`config.mk`:
```
export PLATFORM = sky130hd
export DESIGN_NAME = clk_div_ctrl
export DESIGN_NICKNAME = d
export VERILOG_FILES = /design/src/rtl/clk_div_pkg.sv /design/src/rtl/clk_div_counter.sv /design/src/rtl/clk_div_ctrl.sv
export SDC_FILE = /design/constraint.sdc
export NUM_CORES = 1
export LEC_CHECK = 0
export BUFFER_PORTS_ARGS = -buffer_cell sky130_fd_sc_hd__buf_2
export CAP_MARGIN = 5
export CORE_ASPECT_RATIO = 0.6
export CORE_UTILIZATION = 59
export DETAILED_ROUTE_END_ITERATION = 12
export GPL_ROUTABILITY_DRIVEN = 0
export PLACE_DENSITY = 0.79
export REMOVE_ABC_BUFFERS = 1
export SLEW_MARGIN = 10
export SYNTH_ARGS = -nofsm -noshare
export SYNTH_HDL_FRONTEND = slang
export SYNTH_SLANG_ARGS = --single-unit
```
`constraint.sdc`:
```
create_clock -name clk -period 3.3 [get_ports clk]
set_input_delay 0.33 -clock clk [delete_from_list [all_inputs] [get_ports clk]]
set_output_delay 0.33 -clock clk [all_outputs]
set_load 0.02 [all_outputs]
```
`src/rtl/clk_div_pkg.sv`:
```
// Shared constants and FSM state encoding for the clk_div_ctrl block.
package clk_div_pkg;

  localparam int unsigned CntWDefault    = 16;
  localparam int unsigned DefHalfDefault = 2;

  typedef logic [1:0] state_t;

  localparam state_t StIdle = 2'd0;
  localparam state_t StRun  = 2'd1;
  localparam state_t StPend = 2'd2;

endpackage

```
`src/rtl/clk_div_counter.sv`:
```
// Half-period counter: terminal-count detect, div_out toggle and edge ticks.
module clk_div_counter
  import clk_div_pkg::*;
#(
  parameter int unsigned CNT_W = CntWDefault
) (
  input  logic             clk,
  input  logic             rst,
  input  logic [CNT_W-1:0] half,
  input  logic             run,
  input  logic             clear,
  output logic             term,
  output logic             falling,
  output logic             div_out,
  output logic             tick_rise,
  output logic             tick_fall
);

  logic [CNT_W-1:0] cnt_q, cnt_d;
  logic             div_q, div_d;
  logic             rise_q, rise_d;
  logic             fall_q, fall_d;

  assign term      = run && (cnt_q == half - CNT_W'(1));
  assign falling   = term && div_q;
  assign div_out   = div_q;
  assign tick_rise = rise_q;
  assign tick_fall = fall_q;

  always_comb begin
    cnt_d  = cnt_q;
    div_d  = div_q;
    rise_d = 1'b0;
    fall_d = 1'b0;
    // A stop during the low phase truncates it silently, even on a boundary.
    if (clear || !run) begin
      cnt_d = '0;
      div_d = 1'b0;
    end else if (term) begin
      cnt_d  = '0;
      div_d  = !div_q;
      rise_d = !div_q;
      fall_d = div_q;
    end else begin
      cnt_d = cnt_q + CNT_W'(1);
    end
  end

  always_ff @(posedge clk) begin
    if (!rst) begin
      cnt_q  <= '0;
      div_q  <= 1'b0;
      rise_q <= 1'b0;
      fall_q <= 1'b0;
    end else begin
      cnt_q  <= cnt_d;
      div_q  <= div_d;
      rise_q <= rise_d;
      fall_q <= fall_d;
    end
  end

endmodule

```
`src/rtl/clk_div_ctrl.sv`:
```
// Programmable clock-enable divider: FSM, config handshake and pending ratio.
module clk_div_ctrl
  import clk_div_pkg::*;
#(
  parameter int unsigned CNT_W    = CntWDefault,
  parameter int unsigned DEF_HALF = DefHalfDefault
) (
  input  logic             clk,
  input  logic             rst,
  input  logic             en,
  input  logic             cfg_valid,
  input  logic [CNT_W-1:0] cfg_half,
  output logic             cfg_ready,
  output logic             cfg_err,
  output logic             div_out,
  output logic             tick_rise,
  output logic             tick_fall,
  output logic             active
);

  state_t           state_q, state_d;
  logic [CNT_W-1:0] half_q, half_d;
  logic [CNT_W-1:0] pend_q, pend_d;
  logic             err_q;

  logic accept, cfg_ok, cfg_bad;
  logic running, stop_now, clear;
  logic term, falling;

  assign cfg_ready = (state_q != StPend);
  assign active    = (state_q != StIdle);
  assign cfg_err   = err_q;

  assign accept  = cfg_valid && cfg_ready;
  assign cfg_ok  = accept && (cfg_half != '0);
  assign cfg_bad = accept && (cfg_half == '0);

  assign running = (state_q != StIdle);
  // High phase always runs to its falling boundary; low phase stops at once.
  assign stop_now = running && !en && (!div_out || term);
  assign clear    = running && !en && !div_out;

  always_comb begin
    state_d = state_q;
    half_d  = half_q;
    pend_d  = pend_q;
    case (state_q)
      StIdle: begin
        if (cfg_ok) half_d = cfg_half;
        if (en) state_d = StRun;
      end
      StRun, StPend: begin
        if (stop_now) begin
          state_d = StIdle;
          if (state_q == StPend) half_d = pend_q;
          else if (cfg_ok)       half_d = cfg_half;
        end else if (state_q == StPend) begin
          if (falling) begin
            half_d  = pend_q;
            state_d = StRun;
          end
        end else if (cfg_ok) begin
          pend_d  = cfg_half;
          state_d = StPend;
        end
      end
      default: state_d = StIdle;
    endcase
  end

  always_ff @(posedge clk) begin
    if (!rst) begin
      state_q <= StIdle;
      half_q  <= CNT_W'(DEF_HALF);
      pend_q  <= '0;
      err_q   <= 1'b0;
    end else begin
      state_q <= state_d;
      half_q  <= half_d;
      pend_q  <= pend_d;
      err_q   <= cfg_bad;
    end
  end

  clk_div_counter #(
    .CNT_W(CNT_W)
  ) u_counter (
    .clk      (clk),
    .rst      (rst),
    .half     (half_q),
    .run      (running),
    .clear    (clear),
    .term     (term),
    .falling  (falling),
    .div_out  (div_out),
    .tick_rise(tick_rise),
    .tick_fall(tick_fall)
  );

endmodule

```
==> summary.txt <==
Outcome: completed
Worst Hold Launch: cfg_half[3]
Via count: 2452
Relative slew slack: 60.0%
Max Fclk: 319 MHz
Count of state elements after synthesis: 54
Post-Syn Area: 3040 um2
Vias in the first global route: 2223
Synth top area share: 35.6%
Clock skew: 14.8 ps
Congestion Overflow GR: 0
Slack of the critical path: 164 ps
Worst path arrival time: 3330 ps
Final ANT Viol Nets: 0
Leak: 1.24 nW
Initial Utilization: 63.9%
Min-delay worst type: in -> reg
Finished Cell Area: 3330 um2
CTS Buf Count: 5
Worst-Margin Slew: 600 ps
# setup viols final: 0
Htree depth: 2
CP max stage delay: 490 ps
PortBufs: 25
Setup TNS: 0 ps
Post-synth EDFFs: 0
Chip width: 94.6 um
Post-synthesis sequential area ratio: 35.6%
Asr flop ratio synth: 0%
Final nets: 376
Post-synth top area cell: dfxtp_1
Crit path time final: 3140 ps
Post-Place Setup Slack: 166 ps
# diodes: 0
VDD IR max: 0.617 mV
Top_reg_cell synth: dfxtp_1
Hold Buf Count CTS: 0
CP Buf/Inv Count: 2
Yosys warns: 0
First-pass GRT wire length: 10.7 mm
Full die area: 5450 um2
Crit end category: flop
Required @ worst endpoint: 3500 ps
CP Cell Sequence: inv_1 -> ha_1 -> or4b_4 -> nor2_1 -> xnor2_1 -> nand4_1 -> a211oi_1 -> and4_2 -> a311oi_4 -> buf_4 -> o22a_2 -> o221a_1
Area growth, synth to finish: 9.56%
Kind of start point of the critical path: flop
Core Footprint: 4750 um2
Total global-route track usage: 25.3%
DRT iter0 DRCs: 136
Post-DP HPWL: 4.81 mm
CTS tree: built
Clock transition at the registers of the reported paths: 110 ps
Post-place instance area: 3200 um2
Remaining DRCs: 0
Final Hold Viols: 0
Post-layout util: 70.0%
Pin count of the biggest net entering global routing: 40
PwrDens: 892 nW/um2
Maxcap violations: 0
IO Count: 26
Top post-synthesis cells by area: dfxtp_1, mux2i_1, xor2_1, nor2_1, nor2b_1
CP max FO: 15
Syn Area/Cell: 9.40 um2
Distinct cell type count after synthesis: 51
Avg WL per Cell: 16.0 um
Num Clock Sinks: 54
Crit path max-delay family: simple AND/OR/NAND/NOR gates
Critical R2R Launch: half_q[0]
Initial antenna violation count: 0
Clk root buf: clkbuf_8
Crit Path Category: reg -> reg
Number of placement rows: 19
Die Y-Extent: 57.6 um
Critical path startpoint: half_q[0]
Cells after Synth: 323
Drt pass-1 iters: 4
WL final: 6.60 mm
Vias per inst: 5.94
Tcrit/Tclk final: 95.0%
Fin. max-slew vios: 0
Crit-path slowest cell: or4b_4
Fraction of layout cells with a size suffix above 1: 18.9%
Skew-Pair Late Insertion Delay: 310 ps
Clock Tree Buf Depth: 2
==> state kept, by name (all words and copies together), names as in the netlist <==
name	flops
u_counter.cnt_q	16
state_q	2
half_q	16
pend_q	16
cfg_err	1
u_counter.tick_fall	1
u_counter.div_out	1
u_counter.tick_rise	1
==> worst reg2reg max path, cell delays in order (launching register included) <==
cell      delay (ps)
dfxtp_1          370
inv_1             70
ha_1             150
or4b_4           490
nor2_1           160
xnor2_1          150
nand4_1          180
a211oi_1         350
and4_2           340
a311oi_4          90
buf_4            220
o22a_2           210
o221a_1          240
==> Yosys cell counts (all sizes together) (9+ instances only) <==
cell type,count
xor2,20
dfxtp,54
inv,11
nand3,12
clkbuf,9
o221a,15
mux2i,20
nand2,21
xnor2,14
o22a,15
nor2,36
nor2b,20
==> kinds of logic after synthesis <==
family                     Yosys count  synth area share (%)
and+or+nand+nor                    123                  21.5
adders and majority gates            7                  2.88
AOI/OAI and AO/OA                   57                  18.5
buffers and inverters               28                  5.15
xor gates and xnor gates            34                  9.81
muxes                               20                  6.59
DFF                                 54                  35.6
==> layout by cell type, fill, tap and decap left out, types with 2 or more instances in the layout <==
master     Yosys  final
o2111ai_1      2      2
buf_2          1     25
nor2_1        35     35
o22a_1        10     10
o22a_2         5      5
inv_6          0      2
or3_1          5      5
ha_1           7      7
nor3_1         5      5
a21oi_1        5      5
buf_4          1      9
nor2b_1       20     20
a21oi_4        2      2
a41oi_1        2      2
inv_1         11     11
xnor2_1       14     14
nand3_1       12     12
dfxtp_1       54     54
o221a_2        4      4
xor2_1        20     20
nor4_1         6      6
o221a_1       11     11
a211oi_1       2      2
nand4_1        5      5
clkbuf_8       0      5
o211ai_1       2      2
nand2_1       21     21
and3_1         5      5
mux2i_1       20     20
==> power by group <==
group          internal, mW  switching (mW)
registers             0.782           0.129
logic                 0.781           0.893
clock network         0.157           0.227
==> what timing repair did <==
action	CTS	global route
setup endpoints to repair	0	26
setup buffers	0	1
gates resized for setup	0	3
==> per-stage QoR <==
step                      instances  hold slack (ps)  total power [mW]
final                           413              316              2.97
after CTS                       412              307              2.89
after global routing            413              310              3.16
after floorplan                 306              419              2.08
after global placement          404              486              2.45
after detailed placement        404              495              2.50
==> area by class of cell <==
type                            instances  area [um2]
Clock inverter                          3        26.3
Timing Repair Buffer                   36         224
Fill cell                             386        1430
Tap cell                               63        78.8
Inverter                               11        41.3
Multi-Input combinational cell        241        1810
Sequential cell                        54        1080
Clock buffer                            5        68.8
==> metal layers <==
layer	share of wire [%]	routed length (um)	GRT usage, %	up-vias
li1	-	-	-	1214
met1	51	3390	38.1	1160
met2	43	2830	38.7	76
met3	5.5	364	4.40	2
met4	0.26	17	3.25	0
met5	0	0	0	-
==> final timing paths <==
path,to,slack [ps],cells after the start
setup / recovery,half_q[15],160,12
hold / removal,pend_q[3],320,3
setup reg to reg,half_q[15],160,12
hold reg to reg,u_counter.cnt_q[0],520,1
No activity file was read; power rests on OpenSTA's default activity.
